<file path="src/rtl/pipe_hazard_ctrl_if.sv">
// Signal bundle between the 5-stage pipeline datapath and its hazard controller.
// The pipeline side uses modport master, the controller uses modport slave.
// Optional performance counter outputs are present only when PIPE_PERF_EN is defined.
interface pipe_hazard_ctrl_if
`ifdef PIPE_PERF_EN
  #(parameter int unsigned PERF_W = 32)
`endif
  ;
  logic [4:0] Rs1D;
  logic [4:0] Rs2D;
  logic [4:0] Rs1E;
  logic [4:0] Rs2E;
  logic [4:0] RdE;
  logic [4:0] RdM;
  logic [4:0] RdW;
  logic [1:0] ResultSrcE;
  logic [1:0] ResultSrcM;
  logic       MemWriteM;
  logic       RegWriteM;
  logic       RegWriteW;
  logic       PCSrcE;
  logic       dmem_ready;
  logic       dmem_req;
  logic       StallF;
  logic       StallD;
  logic       StallE;
  logic       StallM;
  logic       FlushD;
  logic       FlushE;
  logic       FlushW;
  logic [1:0] ForwardAE;
  logic [1:0] ForwardBE;
  logic       mem_err;
`ifdef PIPE_PERF_EN
  logic [PERF_W-1:0] perf_stall_cyc;
  logic [PERF_W-1:0] perf_flush_cnt;
`endif

  modport master (
`ifdef PIPE_PERF_EN
    input  perf_stall_cyc, perf_flush_cnt,
`endif
    output Rs1D, Rs2D, Rs1E, Rs2E, RdE, RdM, RdW,
    output ResultSrcE, ResultSrcM, MemWriteM, RegWriteM, RegWriteW,
    output PCSrcE, dmem_ready,
    input  dmem_req, StallF, StallD, StallE, StallM,
    input  FlushD, FlushE, FlushW, ForwardAE, ForwardBE, mem_err
  );

  modport slave (
`ifdef PIPE_PERF_EN
    output perf_stall_cyc, perf_flush_cnt,
`endif
    input  Rs1D, Rs2D, Rs1E, Rs2E, RdE, RdM, RdW,
    input  ResultSrcE, ResultSrcM, MemWriteM, RegWriteM, RegWriteW,
    input  PCSrcE, dmem_ready,
    output dmem_req, StallF, StallD, StallE, StallM,
    output FlushD, FlushE, FlushW, ForwardAE, ForwardBE, mem_err
  );
endinterface

</file>
<file path="src/rtl/pipe_hazard_ctrl.sv">
// Hazard/sequencing controller for the 5-stage RISC-V pipeline.
// Generates per-stage stall/flush, EX-stage forwarding selects, and runs the
// data-memory wait FSM (whole-pipeline hold, wait timeout, sticky mem_err).
// Optional feature macro: PIPE_PERF_EN adds saturating stall/flush counters.
module pipe_hazard_ctrl #(
  parameter int unsigned WAIT_MAX = 15,
  parameter int unsigned CNT_W    = 8
`ifdef PIPE_PERF_EN
  , parameter int unsigned PERF_W = 32
`endif
) (
  input  logic               clk,
  input  logic               reset,
  pipe_hazard_ctrl_if.slave  hz
);

  typedef enum logic [0:0] {
    M_IDLE = 1'b0,
    M_WAIT = 1'b1
  } mstate_t;

  mstate_t          state;
  logic [CNT_W-1:0] wait_cnt;
  logic             mem_err_q;

  logic       memop;
  logic       at_limit;
  logic       mem_stall;
  logic       lw_stall;
  logic       stall_f, stall_d, stall_e, stall_m;
  logic       flush_d, flush_e, flush_w;
  logic       req;
  logic [1:0] fwd_a, fwd_b;

  assign memop    = hz.MemWriteM | (hz.ResultSrcM == 2'b01);
  // The final permitted wait cycle releases the pipeline even if memory never answers.
  assign at_limit = (state == M_WAIT) && (wait_cnt == CNT_W'(WAIT_MAX));
  assign mem_stall = memop & ~hz.dmem_ready & ~at_limit;
  assign lw_stall  = (hz.ResultSrcE == 2'b01) && (hz.RdE != 5'd0) &&
                     ((hz.RdE == hz.Rs1D) || (hz.RdE == hz.Rs2D));

  // Stall/flush/forward decode; everything is forced to zero while reset is held.
  always_comb begin
    stall_f = 1'b0;
    stall_d = 1'b0;
    stall_e = 1'b0;
    stall_m = 1'b0;
    flush_d = 1'b0;
    flush_e = 1'b0;
    flush_w = 1'b0;
    req     = 1'b0;
    fwd_a   = 2'b00;
    fwd_b   = 2'b00;
    if (reset) begin
      req = memop;
      if (mem_stall) begin
        // Memory hold freezes F..M and bubbles W; branch/load-use effects wait
        // until the first non-stalled cycle (PCSrcE stays valid because E is held).
        stall_f = 1'b1;
        stall_d = 1'b1;
        stall_e = 1'b1;
        stall_m = 1'b1;
        flush_w = 1'b1;
      end else begin
        if (lw_stall) begin
          stall_f = 1'b1;
          stall_d = 1'b1;
          flush_e = 1'b1;
        end
        if (hz.PCSrcE) begin
          flush_d = 1'b1;
          flush_e = 1'b1;
        end
      end

      if (hz.RegWriteM && (hz.RdM != 5'd0) && (hz.RdM == hz.Rs1E))
        fwd_a = 2'b10;
      else if (hz.RegWriteW && (hz.RdW != 5'd0) && (hz.RdW == hz.Rs1E))
        fwd_a = 2'b01;

      if (hz.RegWriteM && (hz.RdM != 5'd0) && (hz.RdM == hz.Rs2E))
        fwd_b = 2'b10;
      else if (hz.RegWriteW && (hz.RdW != 5'd0) && (hz.RdW == hz.Rs2E))
        fwd_b = 2'b01;
    end
  end

  // Data-memory access FSM: wait counting, timeout release, sticky error.
  always_ff @(posedge clk or negedge reset) begin
    if (!reset) begin
      state     <= M_IDLE;
      wait_cnt  <= '0;
      mem_err_q <= 1'b0;
    end else begin
      case (state)
        M_IDLE: begin
          if (memop && !hz.dmem_ready) begin
            state    <= M_WAIT;
            wait_cnt <= CNT_W'(1);
          end
        end
        M_WAIT: begin
          if (hz.dmem_ready) begin
            state    <= M_IDLE;
            wait_cnt <= '0;
          end else if (wait_cnt == CNT_W'(WAIT_MAX)) begin
            state     <= M_IDLE;
            wait_cnt  <= '0;
            mem_err_q <= 1'b1;
          end else begin
            wait_cnt <= wait_cnt + CNT_W'(1);
          end
        end
        default: begin
          state    <= M_IDLE;
          wait_cnt <= '0;
        end
      endcase
    end
  end

  assign hz.dmem_req  = req;
  assign hz.StallF    = stall_f;
  assign hz.StallD    = stall_d;
  assign hz.StallE    = stall_e;
  assign hz.StallM    = stall_m;
  assign hz.FlushD    = flush_d;
  assign hz.FlushE    = flush_e;
  assign hz.FlushW    = flush_w;
  assign hz.ForwardAE = fwd_a;
  assign hz.ForwardBE = fwd_b;
  assign hz.mem_err   = mem_err_q;

`ifdef PIPE_PERF_EN
  logic [PERF_W-1:0] perf_stall_q;
  logic [PERF_W-1:0] perf_flush_q;

  // Saturating counters of stalled cycles and E-stage flushes.
  always_ff @(posedge clk or negedge reset) begin
    if (!reset) begin
      perf_stall_q <= '0;
      perf_flush_q <= '0;
    end else begin
      if ((mem_stall || lw_stall) && (perf_stall_q != '1))
        perf_stall_q <= perf_stall_q + PERF_W'(1);
      if (flush_e && (perf_flush_q != '1))
        perf_flush_q <= perf_flush_q + PERF_W'(1);
    end
  end

  assign hz.perf_stall_cyc = perf_stall_q;
  assign hz.perf_flush_cnt = perf_flush_q;
`endif

endmodule
</file>
<file path="src/flat_wrapper.sv">
// flat-port wrapper written by rule: the top's interface ports become plain ports
module pipe_hazard_ctrl_flat 
#(
  parameter int unsigned WAIT_MAX = 15,
  parameter int unsigned CNT_W    = 8

)
  (clk, reset, hz_Rs1D, hz_Rs2D, hz_Rs1E, hz_Rs2E, hz_RdE, hz_RdM, hz_RdW, hz_ResultSrcE, hz_ResultSrcM, hz_MemWriteM, hz_RegWriteM, hz_RegWriteW, hz_PCSrcE, hz_dmem_ready, hz_dmem_req, hz_StallF, hz_StallD, hz_StallE, hz_StallM, hz_FlushD, hz_FlushE, hz_FlushW, hz_ForwardAE, hz_ForwardBE, hz_mem_err);
  pipe_hazard_ctrl_if hz_i ();
  input  logic clk;
  input  logic reset;
  input wire logic [$bits(hz_i.Rs1D)-1:0] hz_Rs1D;
  input wire logic [$bits(hz_i.Rs2D)-1:0] hz_Rs2D;
  input wire logic [$bits(hz_i.Rs1E)-1:0] hz_Rs1E;
  input wire logic [$bits(hz_i.Rs2E)-1:0] hz_Rs2E;
  input wire logic [$bits(hz_i.RdE)-1:0] hz_RdE;
  input wire logic [$bits(hz_i.RdM)-1:0] hz_RdM;
  input wire logic [$bits(hz_i.RdW)-1:0] hz_RdW;
  input wire logic [$bits(hz_i.ResultSrcE)-1:0] hz_ResultSrcE;
  input wire logic [$bits(hz_i.ResultSrcM)-1:0] hz_ResultSrcM;
  input wire logic [$bits(hz_i.MemWriteM)-1:0] hz_MemWriteM;
  input wire logic [$bits(hz_i.RegWriteM)-1:0] hz_RegWriteM;
  input wire logic [$bits(hz_i.RegWriteW)-1:0] hz_RegWriteW;
  input wire logic [$bits(hz_i.PCSrcE)-1:0] hz_PCSrcE;
  input wire logic [$bits(hz_i.dmem_ready)-1:0] hz_dmem_ready;
  output wire logic [$bits(hz_i.dmem_req)-1:0] hz_dmem_req;
  output wire logic [$bits(hz_i.StallF)-1:0] hz_StallF;
  output wire logic [$bits(hz_i.StallD)-1:0] hz_StallD;
  output wire logic [$bits(hz_i.StallE)-1:0] hz_StallE;
  output wire logic [$bits(hz_i.StallM)-1:0] hz_StallM;
  output wire logic [$bits(hz_i.FlushD)-1:0] hz_FlushD;
  output wire logic [$bits(hz_i.FlushE)-1:0] hz_FlushE;
  output wire logic [$bits(hz_i.FlushW)-1:0] hz_FlushW;
  output wire logic [$bits(hz_i.ForwardAE)-1:0] hz_ForwardAE;
  output wire logic [$bits(hz_i.ForwardBE)-1:0] hz_ForwardBE;
  output wire logic [$bits(hz_i.mem_err)-1:0] hz_mem_err;
  assign hz_i.Rs1D = hz_Rs1D;
  assign hz_i.Rs2D = hz_Rs2D;
  assign hz_i.Rs1E = hz_Rs1E;
  assign hz_i.Rs2E = hz_Rs2E;
  assign hz_i.RdE = hz_RdE;
  assign hz_i.RdM = hz_RdM;
  assign hz_i.RdW = hz_RdW;
  assign hz_i.ResultSrcE = hz_ResultSrcE;
  assign hz_i.ResultSrcM = hz_ResultSrcM;
  assign hz_i.MemWriteM = hz_MemWriteM;
  assign hz_i.RegWriteM = hz_RegWriteM;
  assign hz_i.RegWriteW = hz_RegWriteW;
  assign hz_i.PCSrcE = hz_PCSrcE;
  assign hz_i.dmem_ready = hz_dmem_ready;
  assign hz_dmem_req = hz_i.dmem_req;
  assign hz_StallF = hz_i.StallF;
  assign hz_StallD = hz_i.StallD;
  assign hz_StallE = hz_i.StallE;
  assign hz_StallM = hz_i.StallM;
  assign hz_FlushD = hz_i.FlushD;
  assign hz_FlushE = hz_i.FlushE;
  assign hz_FlushW = hz_i.FlushW;
  assign hz_ForwardAE = hz_i.ForwardAE;
  assign hz_ForwardBE = hz_i.ForwardBE;
  assign hz_mem_err = hz_i.mem_err;
  pipe_hazard_ctrl #(.WAIT_MAX(WAIT_MAX), .CNT_W(CNT_W)) u_core (.clk(clk), .reset(reset), .hz(hz_i));
endmodule
</file>
<file path="config.mk">
export PLATFORM = sky130hd
export DESIGN_NAME = pipe_hazard_ctrl_flat
export DESIGN_NICKNAME = d
export VERILOG_FILES = /design/src/rtl/pipe_hazard_ctrl_if.sv /design/src/rtl/pipe_hazard_ctrl.sv /design/src/flat_wrapper.sv
export SDC_FILE = /design/constraint.sdc
export NUM_CORES = 1
export LEC_CHECK = 0
export BUFFER_PORTS_ARGS = -buffer_cell sky130_fd_sc_hd__buf_2
export CELL_PAD_IN_SITES_DETAIL_PLACEMENT = 1
export CELL_PAD_IN_SITES_GLOBAL_PLACEMENT = 1
export CORE_MARGIN = 3
export CORE_UTILIZATION = 30
export DETAILED_ROUTE_END_ITERATION = 10
export GPL_ROUTABILITY_DRIVEN = 0
export GPL_TIMING_DRIVEN = 0
export PLACE_DENSITY_LB_ADDON = 0.1
export SLEW_MARGIN = 20
export SYNTH_ARGS = -nofsm -noshare
export SYNTH_HDL_FRONTEND = slang
export SYNTH_SLANG_ARGS = --single-unit
</file>
<file path="constraint.sdc">
create_clock -name clk -period 1.9 [get_ports clk]
set_input_delay 0.095 -clock clk [delete_from_list [all_inputs] [get_ports clk]]
set_output_delay 0.095 -clock clk [all_outputs]
set_load 0.01 [all_outputs]
</file>
# --- Word level (Yosys, flattened, before mapping) ---
# Cells that the tools add are included.
totals:
  ram_bits: 0
  rom_bits: 0
  elab_cells: 62
  register_bits: 10
  inputBits: 46
  mem_count: 0
  latchBits: 0
  output_inout_bits: 13
classes:
  muxes: 26
  n_addsub: 1
  n_lt_le_gt_ge: 0
  reduce_logical: 16
  eq_ne: 10
  shifts: 0
  bitwise: 6
  div: 0
  n_mul: 0
op_table:
  columns: ["cell", "count"]
  rows:
  - ["equality test 5 bit", 6]
  - ["2-to-1 mux 8 bit", 3]
  - ["2-to-1 mux 1 bit", 17]
  - ["case mux 8 bit (2 select lines)", 1]
  - ["nonzero test 5 bit", 3]
  - ["logical AND 1 bit", 10]
  - ["adder 8 x 1 -> 8 bit, second input constant", 1]
  - ["equality test 8 x 4 -> 1 bit, second input constant", 1]
  - ["2-to-1 mux 2 bit", 4]
  - ["equality test 2 x 1 -> 1 bit, second input constant", 2]
  - ["inverter 1 bit", 3]
  - ["AND reduction 3 bit", 1]
  - ["AND 1 bit", 2]
  - ["!= test 2 x 1 -> 1 bit, second input constant", 1]
  - ["case mux 1 bit (2 select lines)", 1]
  - ["logical NOT 1 bit", 1]
  - ["logical OR 1 bit", 1]
  - ["OR 1 bit", 1]

# --- Logic depth before layout (Yosys ltp) ---
# Gate-level depths: netlist (run 1).
depth:
  word_depth: 7
  mapped_depth: 7
  ltp_nobuf: 5

# --- Least setup slack after synthesis (run 1) ---
# No wires, ideal clock.
synth_timing:
  kind: "reg-to-output"
  startpoint: "reg u_core.wait_cnt[0]"
  endpoint: "out hz_StallF"
  t_arrival_ns: 1.596
  path_buffers: 2
  required_time_ns: 1.805
  stages_incl_launch_ff: 8
  slack_ns: 0.209
  cell_sequence: "dfrtp_1 -> ha_1 -> and3_1 -> buf_2 -> and3_1 -> nor2_1 -> o2bb2ai_1 -> buf_4"
synth_via:
  elab_chain_cells: 6
synth_lines:
  columns: ["element", "line_no", "rtl"]
  rows:
  - ["from (decl)", "pipe_hazard_ctrl.sv:23", "logic [CNT_W-1:0] wait_cnt;"]
  - ["from (signal assigned)", "pipe_hazard_ctrl.sv:111", "wait_cnt <= wait_cnt + CNT_W'(1);"]
  - ["equality test 8 x 4 -> 1 bit", "pipe_hazard_ctrl.sv:37", "assign at_limit = (state == M_WAIT) && (wait_cnt == CNT_W'(WAIT_MAX));"]
  - ["logical AND 1 bit", "pipe_hazard_ctrl.sv:37", null]
  - ["inverter 1 bit", "pipe_hazard_ctrl.sv:38", "assign mem_stall = memop & ~hz.dmem_ready & ~at_limit;"]
  - ["AND 1 bit", "pipe_hazard_ctrl.sv:38", null]
  - ["2-to-1 mux 1 bit (2 in series)", null, null]
  - ["to (decl)", "flat_wrapper.sv:27", "output wire logic [$bits(hz_i.StallF)-1:0] hz_StallF;"]
# No other way between the ends.

# --- Worst setup path in the final report (run 1) ---
layout_timing:
  startpoint: "reg u_core.wait_cnt[6]"
  endpoint: "out hz_StallE"
layout_via:
  elab_chain_cells: 6
layout_lines:
  columns: ["element", "line_no", "rtl"]
  rows:
  - ["equality test 8 x 4 -> 1 bit", "pipe_hazard_ctrl.sv:37", null]
  - ["logical AND 1 bit", "pipe_hazard_ctrl.sv:37", null]
  - ["inverter 1 bit", "pipe_hazard_ctrl.sv:38", null]
  - ["AND 1 bit", "pipe_hazard_ctrl.sv:38", null]
  - ["2-to-1 mux 1 bit", "pipe_hazard_ctrl.sv:56", "if (mem_stall) begin"]
  - ["2-to-1 mux 1 bit", "pipe_hazard_ctrl.sv:54", "if (reset) begin"]
  - ["to (decl)", "flat_wrapper.sv:29", "output wire logic [$bits(hz_i.StallE)-1:0] hz_StallE;"]
# No other way between the ends.

==> results_dict.tcl, run 1 <==
set metrics [dict create \
    netlist_area_um2 1060 \
    maxSlewViolCount 0 \
    fp.dieW_um 65.44 \
    maxCapViolCount 0 \
    end_kind "output port" \
    power_frac_comb_pct 38.7 \
    max_freq_ghz 0.5485 \
    vias_per_cell 5.068 \
    antenna_found_initial 0 \
    clk_path_buf_depth 2 \
    clock_sinks 10 \
    hold_viol_final 0 \
    synth-async-reset-ratio_pct 100.0 \
    diodes 0 \
    finalCritPeriodShare_pct 95.96 \
    dieArea_um2 4282 \
    cts-root-buf "clkbuf_4" \
    holdWs_ns 0.1691 \
    skew_ns 0.002768 \
    p_sw_share_pct 32.63 \
    drtAntennaViolNets 0 \
    htreeDepth 1 \
    maxSlewHeadroom_pct 60.00 \
    grt_max_degree 11 \
    drt_iter0_drc 13 \
    fin_area_um2 1556 \
    yosys.cell_types.count 42 \
    start_util_pct 33.09 \
    drcViolationCount 0 \
    dpl_worst_slack_ns 0.03453 \
    grtUsageTotal_pct 17.05 \
    area_delta_synth_final_pct 46.87 \
    cts_tree "done" \
    die_h_um 65.44 \
    tightest_slew_ns 0.6000 \
    grt_overflow 0 \
    final_nets 238 \
    setup_viol 0 \
    path_class "reg -> out" \
    grt_first_pass_wirelength_um 5727 \
    avgSynthCellArea_um2 8.831 \
    cp.required_ns 1.80 \
    fin_util_pct 48.59 \
    fp-row-count 20 \
    dpl_cell_area_um2 1405 \
    fp.coreArea_um2 3203 \
    grt_pass1_vias 1280 \
    power.switching_uw 235.6 \
    fin_setup_tns_ns 0 \
    rsz0062_at_grt "no" \
    synth_common_cells "24 x xor2_1, 10 x dfrtp_1, 7 x xnor2_1, 6 x nand3_1" \
    p_int_uw 486.4 \
    fin_ws_ns 0.07677 \
    routed_wl_um 3527 \
    min_path_type "in -> reg" \
    outcome "finished, final reports clean" \
    drive_gt1_share_pct 47.37 \
    portBuffers 58 \
    cp.arrival_ns 1.73 \
    via_count 1186 \
    synth_nets 167 \
    dr.pass1.iters 2 \
    peakVddDrop_mv 0.4149 \
    clk_pin_slew_ns 0.07 \
    powerDensity_nw_per_um2 463.8 \
    numCtsBuffers 3 \
    yosysWarningCount 0 \
    syn_inst 120 \
    worstSkewPairLatency_ns 0.27 \
    wl_per_cell_um 15.07 \
    power.share.sequential_pct 33.6 \
    min_period_ns 1.823 \
    seq_area_frac_synth_pct 23.61 \
    p_leak_uw 0.0007509 \
    synth_largest_area_cell "dfrtp_1" \
    crit_fanout 4 \
    synth_ff_type "dfrtp_1" \
    io_pins 59 \
    synth_edf_count 0 \
    worstSetupStartpointType "register" \
    synth_top_area_share_pct 23.61 \
    synth_top_cells_by_area "dfrtp_1 24%, xor2_1 20%, xnor2_1 5.8%" \
    pwr-share-clk_pct 27.6 \
    yosysMostFrequentCell "xor2_1" \
    ys_ff_latch 10 \
    place_hpwl_um 2803 \
]
repair_timing:
| action | 4_1_cts | 5_1_grt |
|---|---|---|
| pin swaps | 2 | 4 |
| resized for setup | 8 | 5 |
| endpoints found under the setup margin | 6 | 4 |
| hold buffers | 1 | 0 |
| buffers inserted | 3 | 6 |
| hold endpoints to repair | 10 | 0 |
stage by stage:
step           power, uW  cells
2_1_floorplan      382.4    120
3_3_place_gp       486.8    222
3_5_place_dp       497.2    222
4_1_cts            724.4    229
5_1_grt            775.7    234
6_report           722.0    234
layer usage:
| metal | global-route usage, % | up-vias | wire (um) |
|---|---|---|---|
| met4 | 2.591 | 0 | 38 |
| li1 | - | 578 | - |
| met1 | 18.91 | 569 | 1365 |
| met3 | 4.615 | 4 | 202 |
| met5 | 0 | - | 0 |
| met2 | 32.62 | 35 | 1921 |
registers in the layout, summed over array words and instances, names as in the netlist:
| signal | cells |
|---|---|
| u_core.hz.mem_err | 1 |
| u_core.state | 1 |
| u_core.wait_cnt | 8 |
logic make-up (layout without fill, tap and decap cells):
logic type | Yosys count | in the layout | share of synthesized area (%)
AOI/OAI and AO/OA | 22 | 22 | 16.06
DFF | 10 | 10 | 23.61
and+or+nand+nor | 44 | 44 | 26.21
xor gates and xnor gates | 31 | 31 | 25.62
muxes | 3 | 3 | 2.834
buffers and inverters | 9 | 79 | 4.486
adders and majority gates | 1 | 1 | 1.180
power groups by stage:
stage               Combinational [uW]  Sequential (uW)  Clock, uW
floorplan                          134              248          0
global placement                   235              252          0
detailed placement                 245              252          0
CTS                                276              242        206
global route                       314              245        216
finish                             280              243        199
worst paths after layout:
check	start	slack, ns	cells past startpoint	to
min reg2reg	u_core.hz.mem_err	0.48	1	u_core.hz.mem_err
max	u_core.wait_cnt[6]	0.08	6	hz_StallE
max reg2reg	u_core.wait_cnt[6]	0.25	6	u_core.wait_cnt[3]
max in group asynchronous	reset	1.06	2	u_core.wait_cnt[4]
min	hz_dmem_ready	0.17	3	u_core.wait_cnt[1]
min in group asynchronous	reset	0.48	2	u_core.wait_cnt[7]
critical path: stages, from the launching register on:
cell and delay (ns):
dfrtp_1 0.41, nor4_4 0.33, and3_4 0.27, nor2_4 0.05, and2_4 0.16, buf_4 0.13
buf_6 0.11
layout by cell type, fill, tap and decap left out, types with 2 or more instances in the layout:
cell type	count
xor2_1	24
a22o_1	2
and3_4	2
nor4_1	2
mux2i_1	3
buf_6	2
a2bb2oi_1	3
and3_1	2
dfrtp_1	9
nor4_2	2
nor2_1	4
inv_1	3
o21ai_0	2
nand2_1	4
nand2b_1	2
nor3_1	4
or4_1	5
and2_2	2
buf_4	12
clkbuf_4	3
xnor2_1	7
buf_2	56
nand3_1	6
nand4_1	2
area by class of cell:
type / instances / area [um2]
Tap cell: 44 / 55.05
Sequential cell: 10 / 251.5
Clock buffer: 4 / 36.28
Buffer: 4 / 26.28
Fill cell: 426 / 1647
Multi-Input combinational cell: 101 / 795.8
Timing Repair Buffer: 68 / 380.4
Inverter: 3 / 11.26
No activity file was read; power rests on OpenSTA's default activity.
==> inputs of run 2 (changes only) <==
CORE_UTILIZATION = 31   (was 30)
==> run 2 against run 1 <==
Compared with the run above:
- sequential cell count did not move
- worst setup slack got worse by 0.027 ns
- utilization rose by 0.097 points
- via count is 2.4% lower
- sequential power hardly changed
- fmax shrank 1.4%
- register-to-register slack improved by 0.06 ns
- global-route usage down 0.47 points
- critical path depth did not move
- combinational power is 3% lower
- first-iteration DRC count is 150% higher
==> results_dict.tcl, run 2 (same netlist as run 1, synthesis figures left out) <==
set metrics [dict create \
    layout_common_cells "58 x buf_2, 24 x xor2_1, 12 x buf_4" \
    instances_no_fill 233 \
    worstSkewPairLatency_ns 0.27 \
    r2r_slack_ns 0.31 \
    fp-row-count 20 \
    cp.arrival_ns 1.75 \
    via_count 1157 \
    htreeDepth 1 \
    drtAntennaViolNets 0 \
    tightest_slew_ns 0.5781 \
    largest-register "u_core.wait_cnt" \
    dr.pass1.iters 4 \
    critPathTopFamily "simple AND/OR/NAND/NOR gates" \
    powerDensity_nw_per_um2 432.9 \
    fillCellCount 411 \
    clock_sinks 10 \
    pwr-share-clk_pct 22.5 \
    rsz0062_at_grt "yes" \
    crit_fanout 4 \
    skew_ns 0.001184 \
    power_uw 664.6 \
    wl_per_cell_um 14.02 \
    io_pins 59 \
    routed_wl_um 3267 \
    cts_tree "done" \
    place_hpwl_um 2681 \
    dieArea_um2 4156 \
    grt_max_degree 11 \
    final_nets 238 \
    path_class "reg -> out" \
    fin_setup_tns_ns 0 \
    finalCritPeriodShare_pct 97.36 \
    worstSetupStartpointType "register" \
    clk_path_buf_depth 2 \
    end_kind "output port" \
    hold_viol_final 0 \
    power_frac_comb_pct 41.0 \
    setup_viol 0 \
    grtUsageTotal_pct 16.58 \
    grt_pass1_vias 1196 \
    layout_commonest_cell "buf_2" \
    outcome "finished, final reports clean" \
    fp.dieW_um 64.47 \
    power.switching_uw 224.2 \
    min_period_ns 1.850 \
    cp_cell_sequence "nor4_4 -> and3_4 -> nor2_4 -> and2_4 -> buf_4 -> buf_2" \
    p_sw_share_pct 33.73 \
    grt_first_pass_wirelength_um 5444 \
    antenna_found_initial 0 \
    area_delta_synth_final_pct 44.86 \
    clk_pin_slew_ns 0.07 \
    holdWs_ns 0.1816 \
    crit_buf_inv 2 \
    cpPeakStageDelay_ns 0.44 \
    maxSlewHeadroom_pct 61.46 \
    peakVddDrop_mv 0.2891 \
    maxSlewViolCount 0 \
    power.share.sequential_pct 36.5 \
    drive_gt1_share_pct 48.15 \
    drt_iter0_drc 32 \
    diodes 0 \
    drcViolationCount 0 \
    slowest_stage "dfrtp_2" \
    numCtsBuffers 3 \
    fp.coreArea_um2 3153 \
    vias_per_cell 4.966 \
    largest_register_ffs 8 \
    grt_overflow 0 \
    min_path_type "in -> reg" \
    portBuffers 58 \
    start_util_pct 33.61 \
    p_int_uw 440.4 \
    maxCapViolCount 0 \
    place_inst 222 \
    max_freq_ghz 0.5406 \
    die_h_um 64.47 \
    p_leak_uw 0.0007414 \
    cp.required_ns 1.80 \
    cts-root-buf "clkbuf_4" \
]
[run 2: cell count changes in the layout (fill, tap and decap cells not counted), sizes merged]
cell	before	now
clkbuf	5	4
[run 2: timing repair]
action / CTS / global route
hold buffers: 1 / 0
buffers inserted: 3 / 6
pin swaps: 2 / 2
gates resized for setup: 7 / 5
setup endpoints to repair: 7 / 4
endpoints found under the hold margin: 10 / 0
[run 2: cell type report]
cell class                 instances  area, um2  area share [%]
tap                               44      55.05           3.586
inverter                           3      11.26          0.7335
multi-input combinational        101      799.5           52.08
buffer                             4      26.28           1.711
clock buffer                       3      22.52           1.467
sequential                        10      252.7           16.46
timing repair buffer              68      367.9           23.96
[run 2: final timing paths]
kind,endpoint,from,cells past startpoint
worst max-delay path,hz_StallM,u_core.wait_cnt[4],6
worst min-delay path,u_core.wait_cnt[1],hz_dmem_ready,3
worst max register to register,u_core.wait_cnt[3],u_core.wait_cnt[0],6
worst min register to register,u_core.hz.mem_err,u_core.hz.mem_err,1
max in group asynchronous,u_core.wait_cnt[5],reset,2
min in group asynchronous,u_core.wait_cnt[2],reset,2
[run 2: routing by layer]
layer,global-route usage (%),share of wire (%),vias to the layer above
met1,19.91,42,542
met5,0,0,-
met3,4.853,7.0,2
met4,3.166,0.70,0
li1,-,-,572
met2,29.38,51,41
[run 2: tightest hold or removal path: cells and delay by family]
kind / cells / cell delay (ns)
compound gates: 1 / 0.08
simple gates: 1 / 0.10
buf+inv: 1 / 0.12
[run 2: power groups by stage]
stage,logic [uW],clock network [uW],registers (uW)
global placement,234,0,252
floorplan,134,0,248
CTS,273,157,242
finish,272,150,243
detailed placement,242,0,253
global route,307,169,246
[run 2: per-stage QoR]
stage	cell area, um2	utilization, %	setup slack [ns]
after floorplan	1060	-	0.2089
after CTS	1481	46.98	0.01232
after global placement	1405	44.56	0.04971
after global routing	1535	48.69	-0.04172
final	1535	48.69	0.05010
after detailed placement	1405	44.56	0.01131
